**src/rtl/seg7_scan_ctrl.sv**
```systemverilog
// Multiplexed common-anode 7-segment scanner: double-buffered load, per-digit dp/blank, PWM brightness.
// Leading-zero suppression is added when SEG7_SCAN_LZS_EN is defined.
module seg7_scan_ctrl #(
   parameter int unsigned DIGITS   = 4,
   parameter int unsigned DIV_W    = 17,
   parameter int unsigned BRIGHT_W = 4
) (
   input  logic                  clk,
   input  logic                  rst_n,
   input  logic [4*DIGITS-1:0]   value,
   input  logic [DIGITS-1:0]     dp,
   input  logic [DIGITS-1:0]     blank,
   input  logic [BRIGHT_W-1:0]   bright,
   input  logic                  load,
   output logic                  ready,
   output logic                  frame_start,
   output logic [7:0]            seg,
   output logic [DIGITS-1:0]     an
);
   localparam int unsigned IDX_W = (DIGITS > 1) ? $clog2(DIGITS) : 1;
   localparam int unsigned VAL_W = 4 * DIGITS;
   localparam logic [IDX_W-1:0] IDX_LAST = IDX_W'(DIGITS - 1);

   typedef enum logic [0:0] {ST_IDLE, ST_PEND} state_e;

   state_e              state_q, state_d;
   logic                ready_q, ready_d;
   logic                fs_q, fs_d;
   logic [DIV_W-1:0]    presc_q, presc_d;
   logic [IDX_W-1:0]    idx_q, idx_d;
   logic [VAL_W-1:0]    pend_value_q, pend_value_d;
   logic [DIGITS-1:0]   pend_dp_q, pend_dp_d;
   logic [DIGITS-1:0]   pend_blank_q, pend_blank_d;
   logic [BRIGHT_W-1:0] pend_bright_q, pend_bright_d;
   logic [VAL_W-1:0]    disp_value_q, disp_value_d;
   logic [DIGITS-1:0]   disp_dp_q, disp_dp_d;
   logic [DIGITS-1:0]   disp_blank_q, disp_blank_d;
   logic [BRIGHT_W-1:0] disp_bright_q, disp_bright_d;
   logic [7:0]          seg_q, seg_d;
   logic [DIGITS-1:0]   an_q, an_d;

   logic                wrap;
   logic                boundary;
   logic [DIGITS-1:0]   lz_mask;
   logic [DIGITS-1:0]   eff_blank;
   logic [3:0]          nib;
   logic                cur_dp;
   logic                cur_blank;
   logic [BRIGHT_W-1:0] sub;
   logic                anode_on;
   logic                lit;

   function automatic logic [6:0] hex_to_seg(input logic [3:0] h);
      case (h)
         4'h0:    return 7'b1000000;
         4'h1:    return 7'b1111001;
         4'h2:    return 7'b0100100;
         4'h3:    return 7'b0110000;
         4'h4:    return 7'b0011001;
         4'h5:    return 7'b0010010;
         4'h6:    return 7'b0000010;
         4'h7:    return 7'b1111000;
         4'h8:    return 7'b0000000;
         4'h9:    return 7'b0010000;
         4'hA:    return 7'b0001000;
         4'hB:    return 7'b0000011;
         4'hC:    return 7'b1000110;
         4'hD:    return 7'b0100001;
         4'hE:    return 7'b0000110;
         default: return 7'b0001110;
      endcase
   endfunction

   assign wrap     = &presc_q;
   assign boundary = wrap && (idx_q == IDX_LAST);

   // Scan timebase; explicit index wrap covers non-power-of-two DIGITS.
   always_comb begin
      presc_d = presc_q + DIV_W'(1);
      idx_d   = idx_q;
      if (wrap) begin
         idx_d = (idx_q == IDX_LAST) ? '0 : idx_q + IDX_W'(1);
      end
      fs_d = boundary;
   end

   // Load handshake: PEND holds a captured payload until the next frame boundary.
   always_comb begin
      state_d       = state_q;
      pend_value_d  = pend_value_q;
      pend_dp_d     = pend_dp_q;
      pend_blank_d  = pend_blank_q;
      pend_bright_d = pend_bright_q;
      disp_value_d  = disp_value_q;
      disp_dp_d     = disp_dp_q;
      disp_blank_d  = disp_blank_q;
      disp_bright_d = disp_bright_q;
      case (state_q)
         ST_IDLE: begin
            if (load) begin
               pend_value_d  = value;
               pend_dp_d     = dp;
               pend_blank_d  = blank;
               pend_bright_d = bright;
               state_d       = ST_PEND;
            end
         end
         ST_PEND: begin
            if (boundary) begin
               disp_value_d  = pend_value_q;
               disp_dp_d     = pend_dp_q;
               disp_blank_d  = pend_blank_q;
               disp_bright_d = pend_bright_q;
               state_d       = ST_IDLE;
            end
         end
         default: state_d = ST_IDLE;
      endcase
      ready_d = (state_d == ST_IDLE);
   end

`ifdef SEG7_SCAN_LZS_EN
   logic upper_zero;

   // A digit is suppressed when it and every digit above it hold zero; digit 0 never is.
   always_comb begin
      lz_mask    = '0;
      upper_zero = 1'b1;
      for (int i = int'(DIGITS) - 1; i >= 1; i--) begin
         upper_zero = upper_zero && (disp_value_q[4*i +: 4] == 4'h0);
         lz_mask[i] = upper_zero;
      end
   end
`else
   assign lz_mask = '0;
`endif

   assign eff_blank = disp_blank_q | lz_mask;

   // Segment/anode drive for the digit currently in its slot.
   always_comb begin
      nib       = 4'h0;
      cur_dp    = 1'b0;
      cur_blank = 1'b1;
      for (int i = 0; i < int'(DIGITS); i++) begin
         if (idx_q == IDX_W'(i)) begin
            nib       = disp_value_q[4*i +: 4];
            cur_dp    = disp_dp_q[i];
            cur_blank = eff_blank[i];
         end
      end
      sub      = presc_q[DIV_W-1 -: BRIGHT_W];
      anode_on = (sub < disp_bright_q) || (&disp_bright_q);
      lit      = anode_on && !cur_blank;
      seg_d    = lit ? {~cur_dp, hex_to_seg(nib)} : 8'hFF;
      an_d     = '1;
      for (int i = 0; i < int'(DIGITS); i++) begin
         an_d[i] = ~(lit && (idx_q == IDX_W'(i)));
      end
   end

   always_ff @(posedge clk or negedge rst_n) begin
      if (!rst_n) begin
         state_q       <= ST_IDLE;
         ready_q       <= 1'b1;
         fs_q          <= 1'b0;
         presc_q       <= '0;
         idx_q         <= '0;
         pend_value_q  <= '0;
         pend_dp_q     <= '0;
         pend_blank_q  <= '0;
         pend_bright_q <= '0;
         disp_value_q  <= '0;
         disp_dp_q     <= '0;
         disp_blank_q  <= '1;
         disp_bright_q <= '0;
         seg_q         <= 8'hFF;
         an_q          <= '1;
      end else begin
         state_q       <= state_d;
         ready_q       <= ready_d;
         fs_q          <= fs_d;
         presc_q       <= presc_d;
         idx_q         <= idx_d;
         pend_value_q  <= pend_value_d;
         pend_dp_q     <= pend_dp_d;
         pend_blank_q  <= pend_blank_d;
         pend_bright_q <= pend_bright_d;
         disp_value_q  <= disp_value_d;
         disp_dp_q     <= disp_dp_d;
         disp_blank_q  <= disp_blank_d;
         disp_bright_q <= disp_bright_d;
         seg_q         <= seg_d;
         an_q          <= an_d;
      end
   end

   assign ready       = ready_q;
   assign frame_start = fs_q;
   assign seg         = seg_q;
   assign an          = an_q;

endmodule
```
**config.mk**
```make
export PLATFORM = sky130hd
export DESIGN_NAME = seg7_scan_ctrl
export DESIGN_NICKNAME = d
export VERILOG_FILES = /design/src/rtl/seg7_scan_ctrl.sv
export SDC_FILE = /design/constraint.sdc
export NUM_CORES = 1
export LEC_CHECK = 0
export CORE_MARGIN = 2
export CORE_UTILIZATION = 35
export CTS_CLUSTER_SIZE = 40
export DETAILED_ROUTE_END_ITERATION = 8
export GPL_TIMING_DRIVEN = 0
export HOLD_SLACK_MARGIN = 0.15
export PLACE_DENSITY = 0.56
export SETUP_SLACK_MARGIN = 0.1
export SYNTH_ARGS = -nofsm -noshare
export SYNTH_HDL_FRONTEND = slang
export SYNTH_SLANG_ARGS = --single-unit
export TNS_END_PERCENT = 100
```
**constraint.sdc**
```tcl
create_clock -name clk -period 2.45 [get_ports clk]
set_input_delay 0.49 -clock clk [delete_from_list [all_inputs] [get_ports clk]]
set_output_delay 0.49 -clock clk [all_outputs]
set_load 0.01 [all_outputs]
```
==> impl_metrics.ini <==
[outcome]
outcome = complete, no violations

[setup_path]
r2r-start = presc_q[7]
crit_start = presc_q[7]
end_kind = register
reg2reg_to = disp_bright_q[1]
critical_path_data_required_time_ns = 2.70
critical_path.startpoint_type = register
timing.reg2reg.worst_path_depth = 10
crit_end = disp_bright_q[1]
crit_path_top_delay_cell = sky130_fd_sc_hd__dfrtp_1
timing.critical_path.fanout_max = 11
critical-path-max-stage-delay_ns = 0.39
worst-setup-path-type = register to register
crit_chain = and4_4 > nand3_2 > nor4_4 > and3_4 > ha_4 > nand2_2 > inv_2 > nand2_8 > buf_12 > mux2_2
cp_data_arrival_time_ns = 2.51
r2r_setup_slack_ns = 0.19

[drt]
drtPass1Iterations = 4
vias = 2485
finalWirelength_mm = 7.191
detail_route.wirelength.met1_mm = 3.401
wl_met3_microns = 229
detail_route.vias_per_cell = 4.788
dr.max_layer_used = met4
drt_iter0_drc = 33
wl_met2_mm = 3.402
antenna_violating_nets_left = 0
routedWlPerCell_microns = 13.86
detail_route.drc_violations = 0

[synthesis]
post_synth_fa_ha_maj_area_fraction_pct = 5.089
synth-xor-area-share_pct = 3.117
yosysTopAreaCellShare_pct = 46.44
synth_seq_cells = 90
dominant_combinational_cell_family_by_area_after_synthesis = multiplexers
postSynthNetCount = 346
synth-simple-area-share_pct = 8.461
ys_top_cells_by_area = sky130_fd_sc_hd__dfrtp_1, sky130_fd_sc_hd__mux2_2, sky130_fd_sc_hd__dfstp_2
syn-cell-area_sq_um = 3934
synth_cells = 299
synth_compound_area_share_pct = 5.821
synthesis.area_per_instance_sq_um = 13.16
seq_area_frac_synth_pct = 57.79
ys_warn_count = 0
synth.largest_area_cell = sky130_fd_sc_hd__dfrtp_1
synth.mux.area_fraction_pct = 16.54
post_synth_num_cell_types = 39

[floorplan]
dieWidth_microns = 110.0
core_region_area_sq_um = 10890
die_height_microns = 110.0
initial_util_pct = 36.13
row_count = 38
die-area_sq_um = 12100
io_pins = 45

[placed_design]
gp_congestion = 0.7538
io_buffer_count = 44
hpwlAfterDp_mm = 5.017
place.detailed.instances = 484
placed_area_sq_um = 4574

[timing]
unrepaired_setup_endpoints_after_global_routing = no
finalHoldViolations = 0
worst_pin_slew_ns = 0.6618
final_layout_setup_total_negative_slack_ns = 0
slew_violations = 0
setup_violations = 0
post_route_clock_period_utilization_pct = 92.23
worst_slew_margin_rel_pct = 55.88
max_freq_mhz = 442.6
min_period_ns = 2.260
worst_clock_skew_ns = 0.008413

[clocking]
cts_buffer_depth = 2
clkSinkCount = 90
clk_root_buffer_cell = sky130_fd_sc_hd__clkbuf_8
worstSkewPairLatency_ns = 0.36
htree_num_levels = 3
cts_buffers = 9
cts_tree = yes
clkTransAtPathRegs_ns = 0.09

[power_and_ir_drop]
peakVddDrop_v = 0.0002816
fin_total_pwr_mw = 2.958
leak_pwr_nw = 2.248
power_density_nw_per_um2 = 590.7

[global_route]
antenna_found_initial = 0
grt_overflow = 0
global_route_wire_length_before_repair_mm = 11.96
grt_pass1_vias = 2491
grt_start_max_net_pins = 58
grt.total_usage_pct = 13.16

[cells_and_area]
postLayoutCellArea_sq_um = 5007
postLayoutCoreUtil_pct = 45.99
flow.area_growth_from_synthesis_pct = 27.29
total_inserted_antenna_cells = 0
layoutNonFillerInstCount = 519
final.fill_count = 997
layout.nets = 421
final_layout_size_suffix_gt1_share_pct = 35.62

[job]
max-cap-violations = 0

[min_path]
hold_path_class = register to register
## area by class of cell
cell class	count	area [sq um]	area share (%)
Multi-Input combinational cell	183	1595	31.86
Clock inverter	6	42.54	0.8496
Clock buffer	10	137.6	2.749
Sequential cell	90	2273	45.40
Tap cell	140	175.2	3.498
Inverter	15	56.30	1.124
Buffer	11	98.84	1.974
Timing Repair Buffer	64	628.1	12.54
## cells in the mapped netlist
cell                       instances
sky130_fd_sc_hd__a211o_1           2
sky130_fd_sc_hd__a211oi_1          2
sky130_fd_sc_hd__a211oi_2          1
sky130_fd_sc_hd__a21o_1            1
sky130_fd_sc_hd__a21oi_1           9
sky130_fd_sc_hd__and3_1            1
sky130_fd_sc_hd__and3b_1           1
sky130_fd_sc_hd__and4_1            2
sky130_fd_sc_hd__buf_2             7
sky130_fd_sc_hd__buf_4             1
sky130_fd_sc_hd__buf_6             2
sky130_fd_sc_hd__clkbuf_1          1
sky130_fd_sc_hd__dfrtp_1          73
sky130_fd_sc_hd__dfstp_2          17
sky130_fd_sc_hd__ha_1             16
sky130_fd_sc_hd__inv_1            13
sky130_fd_sc_hd__inv_2             2
sky130_fd_sc_hd__mux2_2           56
sky130_fd_sc_hd__mux2i_1           2
sky130_fd_sc_hd__nand2_1          22
sky130_fd_sc_hd__nand2_2           1
sky130_fd_sc_hd__nand2b_1          4
sky130_fd_sc_hd__nand3_1           7
sky130_fd_sc_hd__nand3b_1          4
sky130_fd_sc_hd__nand4_1           3
sky130_fd_sc_hd__nor2_1            8
sky130_fd_sc_hd__nor2b_1           4
sky130_fd_sc_hd__nor2b_4           1
sky130_fd_sc_hd__nor3b_1           2
sky130_fd_sc_hd__nor4_2            1
sky130_fd_sc_hd__o211ai_1          5
sky130_fd_sc_hd__o21ai_0           3
sky130_fd_sc_hd__o21ai_1           2
sky130_fd_sc_hd__o221ai_1          6
sky130_fd_sc_hd__o22ai_1           1
sky130_fd_sc_hd__o311a_1           1
sky130_fd_sc_hd__or2_1             1
sky130_fd_sc_hd__xnor2_1           9
sky130_fd_sc_hd__xor2_1            5
## power breakdown
group | internal [mW] | switching (mW) | total [mW]
Combinational | 0.189 | 0.0855 | 0.274
Sequential | 1.67 | 0.0909 | 1.76
Clock | 0.396 | 0.529 | 0.925
Total | 2.25 | 0.706 | 2.96
## logic make-up (layout without fill, tap and decap cells)
group / after synthesis / in the layout
AO/OA/AOI/OAI: 33 / 33
XOR/XNOR: 14 / 14
adder cells (fa/ha/maj): 16 / 16
buffers and inverters: 26 / 106
flip-flops: 90 / 90
multiplexers: 58 / 58
AND/OR/NAND/NOR: 62 / 62
## layout by cell type, fill, tap and decap left out, types with 2 or more instances in the layout
| master | count |
|---|---|
| sky130_fd_sc_hd__a211o_1 | 2 |
| sky130_fd_sc_hd__a211oi_1 | 2 |
| sky130_fd_sc_hd__a21oi_1 | 9 |
| sky130_fd_sc_hd__buf_2 | 3 |
| sky130_fd_sc_hd__buf_4 | 20 |
| sky130_fd_sc_hd__buf_6 | 2 |
| sky130_fd_sc_hd__clkbuf_8 | 10 |
| sky130_fd_sc_hd__clkdlybuf4s50_1 | 43 |
| sky130_fd_sc_hd__clkinv_2 | 2 |
| sky130_fd_sc_hd__clkinv_4 | 2 |
| sky130_fd_sc_hd__clkinvlp_4 | 2 |
| sky130_fd_sc_hd__dfrtp_1 | 73 |
| sky130_fd_sc_hd__dfstp_2 | 17 |
| sky130_fd_sc_hd__ha_1 | 14 |
| sky130_fd_sc_hd__inv_1 | 11 |
| sky130_fd_sc_hd__inv_2 | 4 |
| sky130_fd_sc_hd__mux2_2 | 56 |
| sky130_fd_sc_hd__mux2i_1 | 2 |
| sky130_fd_sc_hd__nand2_1 | 21 |
| sky130_fd_sc_hd__nand2b_1 | 4 |
| sky130_fd_sc_hd__nand3_1 | 5 |
| sky130_fd_sc_hd__nand3_2 | 2 |
| sky130_fd_sc_hd__nand3b_1 | 4 |
| sky130_fd_sc_hd__nand4_1 | 3 |
| sky130_fd_sc_hd__nor2_1 | 7 |
| sky130_fd_sc_hd__nor2b_1 | 4 |
| sky130_fd_sc_hd__nor3b_1 | 2 |
| sky130_fd_sc_hd__o211ai_1 | 5 |
| sky130_fd_sc_hd__o21ai_0 | 3 |
| sky130_fd_sc_hd__o21ai_1 | 2 |
| sky130_fd_sc_hd__o221ai_1 | 6 |
| sky130_fd_sc_hd__xnor2_1 | 9 |
| sky130_fd_sc_hd__xor2_1 | 5 |
## registers in the layout (all words and copies together), names as in the netlist, 2 cells and up
| signal | flops |
|---|---|
| an | 4 |
| disp_blank_q | 4 |
| disp_bright_q | 4 |
| disp_dp_q | 4 |
| disp_value_q | 16 |
| idx_q | 2 |
| pend_blank_q | 4 |
| pend_bright_q | 4 |
| pend_dp_q | 4 |
| pend_value_q | 16 |
| presc_q | 17 |
| seg | 8 |
## critical path: cells and delay by family (launching register included)
| kind | cells | cell delay [ns] |
|---|---|---|
| simple gates | 6 | 1.05 |
| flops | 1 | 0.39 |
| buf+inv | 2 | 0.28 |
| mux | 1 | 0.26 |
| fa+ha+maj | 1 | 0.15 |
## metal layers
layer / vias up / GRT usage (%)
met5: - / 0
met1: 1233 / 17.44
li1: 1197 / -
met4: 0 / 6.691
met2: 40 / 20.29
met3: 15 / 2.881
## worst min-delay path by stage
stage	slack, ns	cells after the start	endpoint	startpoint
detailed placement	0.46	1	presc_q[12]	presc_q[12]
global route	0.51	1	presc_q[6]	presc_q[6]
floorplan	0.19	0	disp_bright_q[0]	rst_n
CTS	0.48	1	presc_q[12]	presc_q[12]
finish	0.48	1	presc_q[6]	presc_q[6]
global placement	0.46	1	presc_q[0]	presc_q[0]
## stage by stage
stage / worst slack [ns] / hold WS, ns
final: 0.1904 / 0.4837
after floorplan: 0.1896 / 0.1944
after global routing: 0.08326 / 0.5054
after CTS: 0.1043 / 0.4797
after global placement: -2.357 / 0.4565
after detailed placement: -0.2050 / 0.4630
## timing repair
item	CTS	global route
gates cloned	0	1
hold endpoints to repair	30	0
pin swaps	3	3
hold buffers	1	0
setup buffers	9	8
endpoints found under the setup margin	30	25
resized for setup	8	16
Power figures use the tool's default switching activity.
